File: config.mk
export PLATFORM = sky130hd
export DESIGN_NAME = id_ex_register_flat
export DESIGN_NICKNAME = d
export VERILOG_FILES = /design/src/rtl/id_ex_register_pkg.sv /design/src/rtl/id_ex_register_if.sv /design/src/rtl/id_ex_register_pipe_reg.sv /design/src/rtl/id_ex_register.sv /design/src/flat_wrapper.sv
export SDC_FILE = /design/constraint.sdc
export NUM_CORES = 1
export LEC_CHECK = 0
export BUFFER_PORTS_ARGS = -buffer_cell sky130_fd_sc_hd__buf_2
export CAP_MARGIN = 0
export CORE_AREA = 2 2 151 153
export CTS_BUF_LIST = sky130_fd_sc_hd__clkbuf_2
export CTS_CLUSTER_DIAMETER = 200
export DETAILED_ROUTE_END_ITERATION = 16
export DIE_AREA = 0 0 153 155
export SYNTH_ARGS = -nofsm -noshare
export SYNTH_HDL_FRONTEND = slang
export SYNTH_SLANG_ARGS = --single-unit
File: constraint.sdc
create_clock -name clk -period 9.5 [get_ports clk]
set_clock_uncertainty 0.05 [all_clocks]
set_input_delay 2.85 -clock clk [delete_from_list [all_inputs] [get_ports clk]]
set_output_delay 2.85 -clock clk [all_outputs]
set_load 0.02 [all_outputs]
File: src/rtl/id_ex_register_pkg.sv
// Shared decode/execute definitions: widths, control
// encodings and the pipeline bundle types.
package id_ex_register_pkg;

   localparam int XLEN = 32;
   localparam int REGW = 5;

   localparam logic [1:0] RES_ALU  = 2'b00;
   localparam logic [1:0] RES_MEM  = 2'b01;
   localparam logic [1:0] RES_PC4  = 2'b10;
   localparam logic [1:0] RES_IMM  = 2'b11;

   localparam logic [1:0] JMP_NONE = 2'b00;
   localparam logic [1:0] JMP_JAL  = 2'b01;
   localparam logic [1:0] JMP_JALR = 2'b10;

   localparam logic [1:0] BR_NONE  = 2'b00;
   localparam logic [1:0] BR_BEQ   = 2'b01;
   localparam logic [1:0] BR_BNE   = 2'b10;

   localparam logic [2:0] ALU_ADD  = 3'b000;
   localparam logic [2:0] ALU_SUB  = 3'b001;
   localparam logic [2:0] ALU_AND  = 3'b010;
   localparam logic [2:0] ALU_OR   = 3'b011;
   localparam logic [2:0] ALU_SLT  = 3'b101;

   typedef struct packed {
      logic       valid;
      logic       reg_write;
      logic       mem_write;
      logic       alu_src;
      logic       lui;
      logic [1:0] result_src;
      logic [1:0] jump;
      logic [1:0] branch;
      logic [2:0] alu_control;
   } ctrl_t;

   typedef struct packed {
      logic [XLEN-1:0] rd1;
      logic [XLEN-1:0] rd2;
      logic [XLEN-1:0] pc;
      logic [XLEN-1:0] pc_plus4;
      logic [XLEN-1:0] imm_ext;
      logic [REGW-1:0] rs1;
      logic [REGW-1:0] rs2;
      logic [REGW-1:0] rd;
   } data_t;

   typedef struct packed {
      ctrl_t ctrl;
      data_t data;
   } id_ex_t;

   // All-zero bundle: an ADD that is never written back.
   localparam id_ex_t ID_EX_BUBBLE = '0;

endpackage

File: src/rtl/id_ex_register_if.sv
// Decode-to-execute bundle: hazard controls, D-side
// inputs and registered E-side outputs.
interface id_ex_register_if;
   import id_ex_register_pkg::*;

   logic            StallE;
   logic            FlushE;
   logic            ValidD;
   logic            RegWriteD;
   logic            MemWriteD;
   logic            ALUSrcD;
   logic            LUID;
   logic [1:0]      ResultSrcD;
   logic [1:0]      JumpD;
   logic [1:0]      BranchD;
   logic [2:0]      ALUControlD;
   logic [XLEN-1:0] RD1D;
   logic [XLEN-1:0] RD2D;
   logic [XLEN-1:0] PCD;
   logic [XLEN-1:0] PCPlus4D;
   logic [XLEN-1:0] ImmExtD;
   logic [REGW-1:0] Rs1D;
   logic [REGW-1:0] Rs2D;
   logic [REGW-1:0] RdD;

   logic            ValidE;
   logic            RegWriteE;
   logic            MemWriteE;
   logic            ALUSrcE;
   logic            LUIE;
   logic [1:0]      ResultSrcE;
   logic [1:0]      JumpE;
   logic [1:0]      BranchE;
   logic [2:0]      ALUControlE;
   logic [XLEN-1:0] RD1E;
   logic [XLEN-1:0] RD2E;
   logic [XLEN-1:0] PCE;
   logic [XLEN-1:0] PCPlus4E;
   logic [XLEN-1:0] ImmExtE;
   logic [REGW-1:0] Rs1E;
   logic [REGW-1:0] Rs2E;
   logic [REGW-1:0] RdE;

   modport master (
      output StallE, FlushE, ValidD,
      output RegWriteD, MemWriteD, ALUSrcD, LUID,
      output ResultSrcD, JumpD, BranchD, ALUControlD,
      output RD1D, RD2D, PCD, PCPlus4D, ImmExtD,
      output Rs1D, Rs2D, RdD,
      input  ValidE, RegWriteE, MemWriteE, ALUSrcE, LUIE,
      input  ResultSrcE, JumpE, BranchE, ALUControlE,
      input  RD1E, RD2E, PCE, PCPlus4E, ImmExtE,
      input  Rs1E, Rs2E, RdE
   );

   modport slave (
      input  StallE, FlushE, ValidD,
      input  RegWriteD, MemWriteD, ALUSrcD, LUID,
      input  ResultSrcD, JumpD, BranchD, ALUControlD,
      input  RD1D, RD2D, PCD, PCPlus4D, ImmExtD,
      input  Rs1D, Rs2D, RdD,
      output ValidE, RegWriteE, MemWriteE, ALUSrcE, LUIE,
      output ResultSrcE, JumpE, BranchE, ALUControlE,
      output RD1E, RD2E, PCE, PCPlus4E, ImmExtE,
      output Rs1E, Rs2E, RdE
   );

endinterface

File: src/rtl/id_ex_register_pipe_reg.sv
// Generic pipeline register: async reset, enable,
// synchronous clear that overrides enable.
module pipe_reg #(
   parameter int W = 32
) (
   input  logic         clk,
   input  logic         rst,
   input  logic         en,
   input  logic         clr,
   input  logic [W-1:0] d,
   output logic [W-1:0] q
);

   logic [W-1:0] q_d;
   logic [W-1:0] q_q;

   // Next state: clear beats enable, otherwise hold.
   always_comb begin
      q_d = q_q;
      if (clr) begin
         q_d = '0;
      end else if (en) begin
         q_d = d;
      end
   end

   // State flop, zeroed asynchronously on reset.
   always_ff @(posedge clk or posedge rst) begin
      if (rst) begin
         q_q <= '0;
      end else begin
         q_q <= q_d;
      end
   end

   assign q = q_q;

endmodule

File: src/rtl/id_ex_register.sv
// ID/EX pipeline register with stall, flush and
// bubble gating of control for invalid decode slots.
module id_ex_register
   import id_ex_register_pkg::*;
(
   input logic               clk,
   input logic               rst,
   id_ex_register_if.slave   bus
);

   ctrl_t ctrl_d;
   ctrl_t ctrl_q;
   data_t data_d;
   data_t data_q;

   // Invalid slots load as bubbles so they never write.
   always_comb begin
      ctrl_d             = ID_EX_BUBBLE.ctrl;
      if (bus.ValidD) begin
         ctrl_d.valid       = 1'b1;
         ctrl_d.reg_write   = bus.RegWriteD;
         ctrl_d.mem_write   = bus.MemWriteD;
         ctrl_d.alu_src     = bus.ALUSrcD;
         ctrl_d.lui         = bus.LUID;
         ctrl_d.result_src  = bus.ResultSrcD;
         ctrl_d.jump        = bus.JumpD;
         ctrl_d.branch      = bus.BranchD;
         ctrl_d.alu_control = bus.ALUControlD;
      end
   end

   // Data and addresses load regardless of validity.
   always_comb begin
      data_d          = ID_EX_BUBBLE.data;
      data_d.rd1      = bus.RD1D;
      data_d.rd2      = bus.RD2D;
      data_d.pc       = bus.PCD;
      data_d.pc_plus4 = bus.PCPlus4D;
      data_d.imm_ext  = bus.ImmExtD;
      data_d.rs1      = bus.Rs1D;
      data_d.rs2      = bus.Rs2D;
      data_d.rd       = bus.RdD;
   end

   pipe_reg #(
      .W ($bits(ctrl_t))
   ) u_ctrl_reg (
      .clk (clk),
      .rst (rst),
      .en  (!bus.StallE),
      .clr (bus.FlushE),
      .d   (ctrl_d),
      .q   (ctrl_q)
   );

   pipe_reg #(
      .W ($bits(data_t))
   ) u_data_reg (
      .clk (clk),
      .rst (rst),
      .en  (!bus.StallE),
      .clr (bus.FlushE),
      .d   (data_d),
      .q   (data_q)
   );

   assign bus.ValidE      = ctrl_q.valid;
   assign bus.RegWriteE   = ctrl_q.reg_write;
   assign bus.MemWriteE   = ctrl_q.mem_write;
   assign bus.ALUSrcE     = ctrl_q.alu_src;
   assign bus.LUIE        = ctrl_q.lui;
   assign bus.ResultSrcE  = ctrl_q.result_src;
   assign bus.JumpE       = ctrl_q.jump;
   assign bus.BranchE     = ctrl_q.branch;
   assign bus.ALUControlE = ctrl_q.alu_control;
   assign bus.RD1E        = data_q.rd1;
   assign bus.RD2E        = data_q.rd2;
   assign bus.PCE         = data_q.pc;
   assign bus.PCPlus4E    = data_q.pc_plus4;
   assign bus.ImmExtE     = data_q.imm_ext;
   assign bus.Rs1E        = data_q.rs1;
   assign bus.Rs2E        = data_q.rs2;
   assign bus.RdE         = data_q.rd;

endmodule

File: src/flat_wrapper.sv
// flat-port wrapper written by rule: the top's interface ports become plain ports
module id_ex_register_flat import id_ex_register_pkg::*;
  (clk, rst, bus_StallE, bus_FlushE, bus_ValidD, bus_RegWriteD, bus_MemWriteD, bus_ALUSrcD, bus_LUID, bus_ResultSrcD, bus_JumpD, bus_BranchD, bus_ALUControlD, bus_RD1D, bus_RD2D, bus_PCD, bus_PCPlus4D, bus_ImmExtD, bus_Rs1D, bus_Rs2D, bus_RdD, bus_ValidE, bus_RegWriteE, bus_MemWriteE, bus_ALUSrcE, bus_LUIE, bus_ResultSrcE, bus_JumpE, bus_BranchE, bus_ALUControlE, bus_RD1E, bus_RD2E, bus_PCE, bus_PCPlus4E, bus_ImmExtE, bus_Rs1E, bus_Rs2E, bus_RdE);
  id_ex_register_if bus_i ();
  input logic clk;
  input logic rst;
  input wire logic [$bits(bus_i.StallE)-1:0] bus_StallE;
  input wire logic [$bits(bus_i.FlushE)-1:0] bus_FlushE;
  input wire logic [$bits(bus_i.ValidD)-1:0] bus_ValidD;
  input wire logic [$bits(bus_i.RegWriteD)-1:0] bus_RegWriteD;
  input wire logic [$bits(bus_i.MemWriteD)-1:0] bus_MemWriteD;
  input wire logic [$bits(bus_i.ALUSrcD)-1:0] bus_ALUSrcD;
  input wire logic [$bits(bus_i.LUID)-1:0] bus_LUID;
  input wire logic [$bits(bus_i.ResultSrcD)-1:0] bus_ResultSrcD;
  input wire logic [$bits(bus_i.JumpD)-1:0] bus_JumpD;
  input wire logic [$bits(bus_i.BranchD)-1:0] bus_BranchD;
  input wire logic [$bits(bus_i.ALUControlD)-1:0] bus_ALUControlD;
  input wire logic [$bits(bus_i.RD1D)-1:0] bus_RD1D;
  input wire logic [$bits(bus_i.RD2D)-1:0] bus_RD2D;
  input wire logic [$bits(bus_i.PCD)-1:0] bus_PCD;
  input wire logic [$bits(bus_i.PCPlus4D)-1:0] bus_PCPlus4D;
  input wire logic [$bits(bus_i.ImmExtD)-1:0] bus_ImmExtD;
  input wire logic [$bits(bus_i.Rs1D)-1:0] bus_Rs1D;
  input wire logic [$bits(bus_i.Rs2D)-1:0] bus_Rs2D;
  input wire logic [$bits(bus_i.RdD)-1:0] bus_RdD;
  output wire logic [$bits(bus_i.ValidE)-1:0] bus_ValidE;
  output wire logic [$bits(bus_i.RegWriteE)-1:0] bus_RegWriteE;
  output wire logic [$bits(bus_i.MemWriteE)-1:0] bus_MemWriteE;
  output wire logic [$bits(bus_i.ALUSrcE)-1:0] bus_ALUSrcE;
  output wire logic [$bits(bus_i.LUIE)-1:0] bus_LUIE;
  output wire logic [$bits(bus_i.ResultSrcE)-1:0] bus_ResultSrcE;
  output wire logic [$bits(bus_i.JumpE)-1:0] bus_JumpE;
  output wire logic [$bits(bus_i.BranchE)-1:0] bus_BranchE;
  output wire logic [$bits(bus_i.ALUControlE)-1:0] bus_ALUControlE;
  output wire logic [$bits(bus_i.RD1E)-1:0] bus_RD1E;
  output wire logic [$bits(bus_i.RD2E)-1:0] bus_RD2E;
  output wire logic [$bits(bus_i.PCE)-1:0] bus_PCE;
  output wire logic [$bits(bus_i.PCPlus4E)-1:0] bus_PCPlus4E;
  output wire logic [$bits(bus_i.ImmExtE)-1:0] bus_ImmExtE;
  output wire logic [$bits(bus_i.Rs1E)-1:0] bus_Rs1E;
  output wire logic [$bits(bus_i.Rs2E)-1:0] bus_Rs2E;
  output wire logic [$bits(bus_i.RdE)-1:0] bus_RdE;
  assign bus_i.StallE = bus_StallE;
  assign bus_i.FlushE = bus_FlushE;
  assign bus_i.ValidD = bus_ValidD;
  assign bus_i.RegWriteD = bus_RegWriteD;
  assign bus_i.MemWriteD = bus_MemWriteD;
  assign bus_i.ALUSrcD = bus_ALUSrcD;
  assign bus_i.LUID = bus_LUID;
  assign bus_i.ResultSrcD = bus_ResultSrcD;
  assign bus_i.JumpD = bus_JumpD;
  assign bus_i.BranchD = bus_BranchD;
  assign bus_i.ALUControlD = bus_ALUControlD;
  assign bus_i.RD1D = bus_RD1D;
  assign bus_i.RD2D = bus_RD2D;
  assign bus_i.PCD = bus_PCD;
  assign bus_i.PCPlus4D = bus_PCPlus4D;
  assign bus_i.ImmExtD = bus_ImmExtD;
  assign bus_i.Rs1D = bus_Rs1D;
  assign bus_i.Rs2D = bus_Rs2D;
  assign bus_i.RdD = bus_RdD;
  assign bus_ValidE = bus_i.ValidE;
  assign bus_RegWriteE = bus_i.RegWriteE;
  assign bus_MemWriteE = bus_i.MemWriteE;
  assign bus_ALUSrcE = bus_i.ALUSrcE;
  assign bus_LUIE = bus_i.LUIE;
  assign bus_ResultSrcE = bus_i.ResultSrcE;
  assign bus_JumpE = bus_i.JumpE;
  assign bus_BranchE = bus_i.BranchE;
  assign bus_ALUControlE = bus_i.ALUControlE;
  assign bus_RD1E = bus_i.RD1E;
  assign bus_RD2E = bus_i.RD2E;
  assign bus_PCE = bus_i.PCE;
  assign bus_PCPlus4E = bus_i.PCPlus4E;
  assign bus_ImmExtE = bus_i.ImmExtE;
  assign bus_Rs1E = bus_i.Rs1E;
  assign bus_Rs2E = bus_i.Rs2E;
  assign bus_RdE = bus_i.RdE;
  id_ex_register u_core (.clk(clk), .rst(rst), .bus(bus_i));
endmodule
==> impl_metrics.toml <==
[timing]
setup_ws_ns = 5.21
layout_worst_path_cycle_share_pct = 45.2
hold_viol = 0
max_freq_ghz = 0.233
maxSlewViolCount = 0
rsz0062_at_grt = "false"
relSlewSlack_pct = 31.8
setup_tns_ns = 0
worst-slew-pin-transition_ns = 1.02
finalSetupViolations = 0
period_minus_slack_ns = 4.29

[synthesis]
avgSynthCellArea_sq_um = 12.8
synth_cells = 601
synthesis.nets = 794
ys_types = 15
seq_area_frac_synth_pct = 61.3
yosys_warnings = 0
synth_top_area_cell = "dfrtp_1"
synth_top_area_share_pct = 61.3
synth_area_leaders = "dfrtp_1 61%, mux2i_1 23%, nor2_1 8.6%, buf_12 2.9%, a32o_1 1.7%"
ys_ff_latch = 189
syn_area_sq_mm = 0.00772

[global_routing]
top_usage_layer = "met2"
grtUsageMet1_pct = 21.6
grtUsageTotal_pct = 16.5
grt_overflow = 0
grt_util_met3_pct = 6.32
use_met2_pct = 25.4
antenna_found_initial = 1
grt_max_degree = 122
grt_pass1_wl_um = 31300
grt_pass1_vias = 5633

[clock_network]
htreeDepth = 4
cts_buffers = 17
cts_resized = 0
holdBufCountCts = 0
root_buffer = "clkbuf_2"
clockBufferDepth = 2
cts_tree = "built"
clkLatencyLatePin_ns = 0.72
cts_setup_buffers = 0
cts.sinks = 189
clk_pin_slew_ns = 0.33

[place]
gp_congestion = 0.762
dpl.hpwl_um = 13900
place_ws_ns = 4.46
port_buffers = 381

[min_path]
hp-class = "reg2reg"
min_path_cells = 1
min-delay-start = "u_core.u_ctrl_reg.q[8]$_DFFE_PP0P_"

[critical_path]
critical_path_class = "reg2out"
cp.depth = 1
rrSetupSlack_ns = 8.67
crit_required_ns = 6.60
cp_num_buf_inv = 1
slowest_stage = "dfrtp_1"
startpoint = "u_core.u_data_reg.q[62]$_DFFE_PP0P_"
r2r-start = "u_core.u_data_reg.q[76]$_DFFE_PP0P_"
path_cells = "buf_2"
cp_top_family = "flip-flops"
cpPeakStageDelay_ns = 0.48
cp-start-kind = "register"
cp.arrival_ns = 1.39
cp_max_fo = 2
endpoint = "bus_PCPlus4E[15]"
r2r_end = "u_core.u_data_reg.q[76]$_DFFE_PP0P_"
end_kind = "output port"
reg2reg_depth = 2

[power_and_ir_drop]
powerDensity_mw_per_mm2 = 159
max-vdd-ir-drop_mv = 0.0710
power.leakage_nw = 5.82

[floorplanning]
io_pins = 382
chipWidth_um = 153
die_y_um = 155
floorplan.initialDensity_pct = 34.7
floorplan.rows = 55
fp.dieArea_sq_mm = 0.0237
core_area_sq_mm = 0.0222

[routing]
wl_per_cell_um = 15.9
dr.pass1.iters = 4
vias = 5750
via_per_inst = 4.56
drt_drc_violations_left = 0
route.antenna.remaining_nets = 0
drtIter0Drc = 268
routed_wl_um = 20100

[run_status]
status = "complete, no violations"

[cells_and_area]
syn2layout_area_growth_pct = 28.1
drive_gt1_share_pct = 43.0
fin_nets = 1156

[run]
drv_cap = 0
## cell families after synthesis
family                 count (synthesis)  share of synthesized area [%]
AO/OA/AOI/OAI                         13                           1.69
buffers and inverters                 44                           5.40
flip-flops                           189                           61.3
multiplexers                         176                           22.8
AND/OR/NAND/NOR                      179                           8.83
## power by group
part           switching (W)  leakage, nW  internal [W]
logic               0.000163         3.15      0.000106
registers          0.0000227         2.51      0.000850
clock network       0.000320        0.159      0.000114
total               0.000507         5.82       0.00107
## state kept, by name (all words and copies together), names as in the netlist
signal and cells:
u_core.u_data_reg.q 175, u_core.u_ctrl_reg.q 14
## layer usage
metal	part of all wire [%]	routed length, um
met3	9.4	1880
met4	1.7	346
met5	0	0
met2	46	9160
met1	43	8720
## layout by cell type, fill, tap and decap left out
cell         n
nor2b_2      1
inv_6        5
buf_8        1
clkinv_8     4
clkinv_4     1
diode_2      1
nor2_2       1
a32o_1      13
mux2i_1    176
inv_8        3
clkbuf_2    18
clkinv_2     1
inv_1        1
nor2_1     176
buf_2      379
nor2b_1      1
dfrtp_1    189
bufinv_16    1
buf_4        5
## layout make-up
type / instances / area (sq um)
fillers: 2198 / 12300
flip-flops and latches: 189 / 4730
multi-input cells: 368 / 2570
repair buffers: 385 / 1950
well taps: 285 / 357
clock inverters: 14 / 175
clock buffers: 18 / 90.1
inverters: 2 / 15.0
diodes: 1 / 2.50
## through the flow
| step | power (W) | cells | utilization [%] | cell area (sq um) | hold slack (ns) |
|---|---|---|---|---|---|
| finish | 0.00158 | 1262 | 44.5 | 9890 | 0.483 |
| global route | 0.00166 | 1262 | 44.5 | 9890 | 0.499 |
| CTS | 0.00161 | 1261 | 44.5 | 9890 | 0.487 |
| detailed placement | 0.00116 | 1229 | 43.3 | 9620 | 0.427 |
| global placement | 0.00116 | 1229 | 43.3 | 9620 | 0.420 |
| floorplan | 0.00106 | 601 | - | 7720 | 0.560 |
## how the worst min path moves through the flow
stage	endpoint	slack, ns
floorplan	u_core.u_ctrl_reg.q[0]$_DFFE_PP0P_	0.56
global placement	u_core.u_ctrl_reg.q[0]$_DFFE_PP0P_	0.42
detailed placement	u_core.u_ctrl_reg.q[3]$_DFFE_PP0P_	0.43
CTS	u_core.u_ctrl_reg.q[7]$_DFFE_PP0P_	0.49
global route	u_core.u_ctrl_reg.q[7]$_DFFE_PP0P_	0.50
finish	u_core.u_ctrl_reg.q[8]$_DFFE_PP0P_	0.48
## cell usage after synthesis
library cell,instances
buf_8,3
dfrtp_1,189
buf_1,5
nor2_2,1
buf_6,1
a32o_1,13
inv_1,2
nor2b_1,1
nor2b_2,1
buf_2,4
buf_12,11
mux2i_1,176
nor2_1,176
buf_4,7
clkbuf_1,11
Power figures use the tool's default switching activity.
